--- src/rtl/ps2kb_pkg.sv ---
// Shared types and constants for the PS/2 keyboard host-command path.
// Holds the scheduler state encoding, the requester id and the protocol bytes.
// No logic lives here.
package ps2kb_pkg;

    typedef enum logic [2:0] {
        ST_IDLE,
        ST_SEND_CMD,
        ST_WAIT_CMD_ACK,
        ST_SEND_ARG,
        ST_WAIT_ARG_ACK
    } state_t;

    typedef enum logic {
        REQ_HOST,
        REQ_LED
    } req_id_t;

    localparam logic [7:0] PS2_CMD_SET_LED = 8'hED;
    localparam logic [7:0] PS2_ACK         = 8'hFA;
    localparam logic [7:0] PS2_RESEND      = 8'hFE;

endpackage

--- src/rtl/ps2kb_ack_timer.sv ---
// ACK timeout counter: counts cycles while enabled; expired is high in the cycle the count reaches TIMEOUT_CYCLES-1.
// Latency: expired is combinational from the count; the count is zero in the first enabled cycle after clear.
// Backpressure: none; the owner clears it whenever it is not waiting for a reply.
// Ports: clock, reset (async, active-high), clear (sync), enable, expired.
module ps2kb_ack_timer #(
    parameter logic [15:0] TIMEOUT_CYCLES = 16'd20000
) (
    input  logic clock,
    input  logic reset,
    input  logic clear,
    input  logic enable,
    output logic expired
);

    logic [15:0] count;

    assign expired = enable && (count == TIMEOUT_CYCLES - 16'd1);

    always_ff @(posedge clock or posedge reset) begin
        if (reset) begin
            count <= 16'd0;
        end else if (clear) begin
            count <= 16'd0;
        end else if (enable && !expired) begin
            count <= count + 16'd1;
        end
    end

endmodule

--- src/rtl/ps2kb_command_scheduler.sv ---
// Host-to-keyboard command scheduler: arbitrates CPU commands and lock-LED updates, sends cmd/arg bytes, handles FA/FE, timeout and retry.
// Latency: host_req in cycle N gives host_busy and tx_valid in cycle N+1; completion pulses coincide with the return to IDLE.
// Backpressure: tx_valid/tx_data held until tx_ready; host_req while busy is dropped. Optional LED requester: define PS2KB_LED_AUTO_EN.
// Ports: clock/reset; host_req/cmd/arg/has_arg -> host_busy/done/error; led_state -> led_error;
//        tx_valid/tx_data/tx_ready to the transmitter; rx_valid/rx_data from the receiver, rx_consume to the decoder.
module ps2kb_command_scheduler
    import ps2kb_pkg::*;
#(
    parameter logic [15:0] TIMEOUT_CYCLES = 16'd20000,
    parameter int          MAX_RETRY      = 2
) (
    input  logic       clock,
    input  logic       reset,
    input  logic       host_req,
    input  logic [7:0] host_cmd,
    input  logic [7:0] host_arg,
    input  logic       host_has_arg,
    output logic       host_busy,
    output logic       host_done,
    output logic       host_error,
    input  logic [2:0] led_state,
    output logic       led_error,
    output logic       tx_valid,
    output logic [7:0] tx_data,
    input  logic       tx_ready,
    input  logic       rx_valid,
    input  logic [7:0] rx_data,
    output logic       rx_consume
);

    localparam int RETRY_W = (MAX_RETRY > 0) ? $clog2(MAX_RETRY + 1) : 1;

    state_t               state;
    req_id_t              req;
    logic [7:0]           cmd_byte;
    logic [7:0]           arg_byte;
    logic                 has_arg;
    logic [RETRY_W-1:0]   retry;
    logic                 in_wait;
    logic                 ack_seen;
    logic                 nak_seen;
    logic                 expired;

    assign in_wait    = (state == ST_WAIT_CMD_ACK) || (state == ST_WAIT_ARG_ACK);
    assign ack_seen   = in_wait && rx_valid && (rx_data == PS2_ACK);
    assign nak_seen   = in_wait && rx_valid && (rx_data == PS2_RESEND);
    assign rx_consume = ack_seen || nak_seen;
    assign host_busy  = (state != ST_IDLE);

    // Held clear outside WAIT, so the count always starts from zero on WAIT entry.
    ps2kb_ack_timer #(
        .TIMEOUT_CYCLES(TIMEOUT_CYCLES)
    ) u_ack_timer (
        .clock   (clock),
        .reset   (reset),
        .clear   (!in_wait),
        .enable  (in_wait),
        .expired (expired)
    );

`ifdef PS2KB_LED_AUTO_EN
    logic [2:0] led_last;
    logic       led_error_q;
    assign led_error = led_error_q;
`else
    logic unused_led;
    assign unused_led = ^led_state;
    assign led_error  = 1'b0;
`endif

    always_ff @(posedge clock or posedge reset) begin
        if (reset) begin
            state      <= ST_IDLE;
            req        <= REQ_HOST;
            cmd_byte   <= 8'h00;
            arg_byte   <= 8'h00;
            has_arg    <= 1'b0;
            retry      <= '0;
            tx_valid   <= 1'b0;
            tx_data    <= 8'h00;
            host_done  <= 1'b0;
            host_error <= 1'b0;
`ifdef PS2KB_LED_AUTO_EN
            led_last    <= 3'b000;
            led_error_q <= 1'b0;
`endif
        end else begin
            host_done  <= 1'b0;
            host_error <= 1'b0;
`ifdef PS2KB_LED_AUTO_EN
            led_error_q <= 1'b0;
`endif
            case (state)
                ST_IDLE: begin
                    if (host_req) begin
                        req      <= REQ_HOST;
                        cmd_byte <= host_cmd;
                        arg_byte <= host_arg;
                        has_arg  <= host_has_arg;
                        retry    <= '0;
                        tx_valid <= 1'b1;
                        tx_data  <= host_cmd;
                        state    <= ST_SEND_CMD;
                    end
`ifdef PS2KB_LED_AUTO_EN
                    // Only the value seen at start is sent; later changes coalesce into the next update.
                    else if (led_state != led_last) begin
                        req      <= REQ_LED;
                        cmd_byte <= PS2_CMD_SET_LED;
                        arg_byte <= {5'b00000, led_state};
                        has_arg  <= 1'b1;
                        retry    <= '0;
                        tx_valid <= 1'b1;
                        tx_data  <= PS2_CMD_SET_LED;
                        state    <= ST_SEND_CMD;
                    end
`endif
                end
                ST_SEND_CMD, ST_SEND_ARG: begin
                    if (tx_ready) begin
                        tx_valid <= 1'b0;
                        state    <= (state == ST_SEND_CMD) ? ST_WAIT_CMD_ACK : ST_WAIT_ARG_ACK;
                    end
                end
                ST_WAIT_CMD_ACK, ST_WAIT_ARG_ACK: begin
                    // An ACK wins over a coincident timeout; stray bytes leave everything untouched.
                    if (ack_seen && (state == ST_WAIT_CMD_ACK) && has_arg) begin
                        retry    <= '0;
                        tx_valid <= 1'b1;
                        tx_data  <= arg_byte;
                        state    <= ST_SEND_ARG;
                    end else if ((nak_seen || (expired && !ack_seen)) &&
                                 (retry < RETRY_W'(MAX_RETRY))) begin
                        retry    <= retry + RETRY_W'(1);
                        tx_valid <= 1'b1;
                        tx_data  <= (state == ST_WAIT_CMD_ACK) ? cmd_byte : arg_byte;
                        state    <= (state == ST_WAIT_CMD_ACK) ? ST_SEND_CMD : ST_SEND_ARG;
                    end else if (ack_seen || nak_seen || expired) begin
                        state <= ST_IDLE;
                        if (req == REQ_HOST) begin
                            host_done  <= ack_seen;
                            host_error <= !ack_seen;
                        end
`ifdef PS2KB_LED_AUTO_EN
                        else begin
                            // Recorded even on failure so a dead keyboard cannot cause an endless update loop.
                            led_last    <= arg_byte[2:0];
                            led_error_q <= !ack_seen;
                        end
`endif
                    end
                end
                default: state <= ST_IDLE;
            endcase
        end
    end

endmodule

--- config.mk ---
export PLATFORM = sky130hd
export DESIGN_NAME = ps2kb_command_scheduler
export DESIGN_NICKNAME = d
export VERILOG_FILES = /design/src/rtl/ps2kb_pkg.sv /design/src/rtl/ps2kb_ack_timer.sv /design/src/rtl/ps2kb_command_scheduler.sv
export SDC_FILE = /design/constraint.sdc
export NUM_CORES = 1
export LEC_CHECK = 0
export ABC_AREA = 1
export BUFFER_PORTS_ARGS = -buffer_cell sky130_fd_sc_hd__buf_2
export CAP_MARGIN = 20
export CORE_UTILIZATION = 51
export DETAILED_ROUTE_END_ITERATION = 16
export HOLD_SLACK_MARGIN = 0.05
export PLACE_DENSITY = 0.75
export SLEW_MARGIN = 5
export SYNTH_ARGS = -nofsm -noshare
export SYNTH_HDL_FRONTEND = slang
export SYNTH_HIERARCHICAL = 1
export SYNTH_SLANG_ARGS = --single-unit
--- constraint.sdc ---
create_clock -name clock -period 2 [get_ports clock]
set_input_delay 0.3 -clock clock [delete_from_list [all_inputs] [get_ports clock]]
set_output_delay 0.3 -clock clock [all_outputs]
set_load 0.02 [all_outputs]
==> results.yml <==
status:
  status: "completed"
routing:
  drtIter0Drc: 195
  postRouteAntennaNets: 0
  drc_errors: 0
  routed_wl_um: 6568
  dr.pass1.iters: 4
  vias: 2634
  avgViaCountPerCell: 5.036
  wl_per_cell_um: 12.56
timing:
  hold_viol: 0
  finalCritPeriodShare_pct: 95.04
  fmax_mhz: 526.1
  setup_viol: 0
  period_needed_ns: 1.901
  max-slew-margin-rel_pct: 56.15
  fin_ws_ns: 0.09921
  drv_slew: 0
  whs_ns: 0.04523
  tightestPinTransition_ns: 0.6570
  fin_worst_skew_ns: 0.008205
cells_and_area:
  nets: 486
  utilization_pct: 64.57
  drive_gt1_share_pct: 22.08
  synthToLayoutAreaGrowth_pct: 19.44
  fin_area_um2: 3382
  fill_cells: 466
  antenna_cells: 0
floorplanning:
  ios: 47
  dieArea_um2: 5854
  start_util_pct: 54.06
  num_rows: 26
  die_width_um: 76.51
  core-area_um2: 5238
  die_y_um: 76.51
logic_synthesis:
  synth-seq-cells: 49
  syn_inst: 396
  synth_xor_area_share_pct: 0.9280
  synth_compound_area_share_pct: 7.645
  muxShareOfSynthArea_pct: 0.3977
  yosysWarnings: 6
  synth_simple_gate_area_share_pct: 37.96
  synthAdderAreaFrac_pct: 0.4419
  syn_area_um2: 2831
  syn_area_per_cell_um2: 7.150
  synth_nets: 430
  ys_seq_area_share_pct: 43.31
  synth_top_family_by_area: "simple AND/OR/NAND/NOR gates"
  ys_types: 32
global_route:
  grt.total_usage_pct: 23.04
  grt_pass1_wl_um: 10740
  antenna_found_initial: 0
  overflow: 0
  grt_max_degree: 34
  grt_pass1_vias: 2407
clocking:
  clock_latency_ns: 0.31
  htree_levels: 2
  clk_pin_slew_ns: 0.09
  cts.sinks: 49
  cts_buffer_depth: 2
  cts-hold-fix-buffers: 0
  numCtsBuffers: 5
  cts_tree: "built"
  clock-root-buffer: "clkbuf_8"
placement:
  hpwl_um: 4651
  io_buffers: 42
  pre_cts_ws_ns: 0.02478
  place_congestion: 0.9228
  dpl-instance-area_um2: 3172
worst_setup_path:
  end_kind: "primary output"
  required_ns: 1.70
  reg2reg_from: "u_ack_timer/count[1]$_DFFE_PP0P_"
  regToRegSetupSlack_ns: 0.11
  worst-setup-path-type: "flip-flop to primary output"
  cp_max_fo: 4
  start_kind: "flip-flop"
  critPathArrivalTime_ns: 1.60
  startpoint: "state[1]$_DFFE_PP0P_"
run:
  max-cap-violations: 0
power_and_ir_drop:
  power_density_nw_per_um2: 1226
  peakVddDrop_v: 0.0005613
  leakage_uw: 0.001837
min_path:
  hold_class: "input port to async pin"
[cell usage in the layout (no fill, tap or decap), drive strengths merged]
master / synthesis / routed
clkinv: 3 / 3
o21bai: 2 / 2
bufinv: 0 / 1
dfrtp: 49 / 49
inv: 50 / 50
nand3: 33 / 33
nand2: 146 / 147
clkinvlp: 0 / 1
buf: 7 / 58
nand4: 12 / 12
ha: 1 / 1
xor2: 3 / 3
conb: 1 / 1
nor2: 46 / 46
a21oi: 20 / 20
clkbuf: 3 / 6
mux2: 1 / 1
nor3: 1 / 1
o21ai: 15 / 15
nand3b: 1 / 1
or2: 2 / 2
[logic make-up (layout without fill, tap and decap cells)]
kind of cell | after synthesis | after routing
AND/OR/NAND/NOR | 241 | 242
buffers and inverters | 63 | 119
flip-flops | 49 | 49
AO/OA/AOI/OAI | 37 | 37
XOR/XNOR | 3 | 3
adder cells (fa/ha/maj) | 1 | 1
other | 1 | 1
multiplexers | 1 | 1
[stage by stage]
step | power (uW) | TNS [ns] | std cells
after CTS | 4042 | 0 | 518
after global placement | 3213 | 0 | 510
after global routing | 4464 | -0.2598 | 523
after floorplan | 2822 | 0 | 396
after detailed placement | 3284 | 0 | 510
final | 4145 | 0 | 523
[layout make-up]
type / instances / area, um2 / area share, %
multi-input cells: 285 / 1405 / 41.55
flip-flops and latches: 49 / 1226 / 36.26
repair buffers: 58 / 342.8 / 10.14
inverters: 53 / 200.2 / 5.919
well taps: 70 / 87.58 / 2.590
clock buffers: 6 / 82.58 / 2.442
clock inverters: 2 / 37.54 / 1.110
[power breakdown]
| group | internal, uW | switching, uW |
|---|---|---|
| clock | 407 | 349 |
| sequential | 1290 | 138 |
| combinational | 647 | 1310 |
| total | 2340 | 1800 |
[critical path, cell delays in order, from the launching register on]
cell     delay, ns
dfrtp_1       0.42
o21ai_2       0.20
buf_4         0.16
nand3_4       0.09
nor2_8        0.13
inv_1         0.07
nand2_1       0.06
buf_2         0.15
[worst paths after layout]
| check | cells past startpoint | end |
|---|---|---|
| setup / recovery | 7 | rx_consume |
| hold / removal | 2 | retry[1]$_DFFE_PP0P_ |
| setup reg to reg | 14 | tx_data[7]$_DFFE_PP0P_ |
| hold reg to reg | 2 | tx_valid$_DFFE_PP0P_ |
| max in group asynchronous | 3 | state[2]$_DFFE_PP0P_ |
| min in group clock | 3 | arg_byte[2]$_DFFE_PP0P_ |
[flip-flops by register name (all words and copies together) (netlist names)]
signal,count
u_ack_timer/count,16
arg_byte,8
cmd_byte,8
tx_data,8
state,3
retry,2
has_arg,1
host_done,1
host_error,1
tx_valid,1
[Yosys cell counts (all sizes together)]
| cell type | count | area share [%] |
|---|---|---|
| mux2 | 1 | 0.40 |
| ha | 1 | 0.44 |
| nand3b | 1 | 0.27 |
| nor2 | 46 | 6.9 |
| a21oi | 20 | 3.9 |
| buf | 7 | 1.7 |
| o21bai | 2 | 0.53 |
| nor3 | 1 | 0.18 |
| clkinv | 3 | 0.44 |
| conb | 1 | 0.13 |
| clkbuf | 3 | 0.40 |
| or2 | 2 | 0.44 |
| dfrtp | 49 | 43 |
| nand2 | 146 | 21 |
| o21ai | 15 | 3.2 |
| inv | 50 | 6.6 |
| xor2 | 3 | 0.93 |
| nand4 | 12 | 2.7 |
| nand3 | 33 | 6.3 |
[timing repair]
| item | in CTS | in global routing |
|---|---|---|
| setup endpoints to repair | 0 | 14 |
| hold endpoints to repair | 0 | 0 |
| setup buffers | 0 | 4 |
| resized for setup | 0 | 11 |
[layer usage]
layer / vias up / global-route usage [%] / wire, um / part of all wire, %
met2: 66 / 35.68 / 3086 / 47
met4: 0 / 8.462 / 87 / 1.3
met1: 1217 / 31.99 / 3082 / 47
met5: - / 0 / 0 / 0
met3: 8 / 4.551 / 311 / 4.7
li1: 1343 / - / - / -
Note: power is estimated with default switching activity, not from simulation.
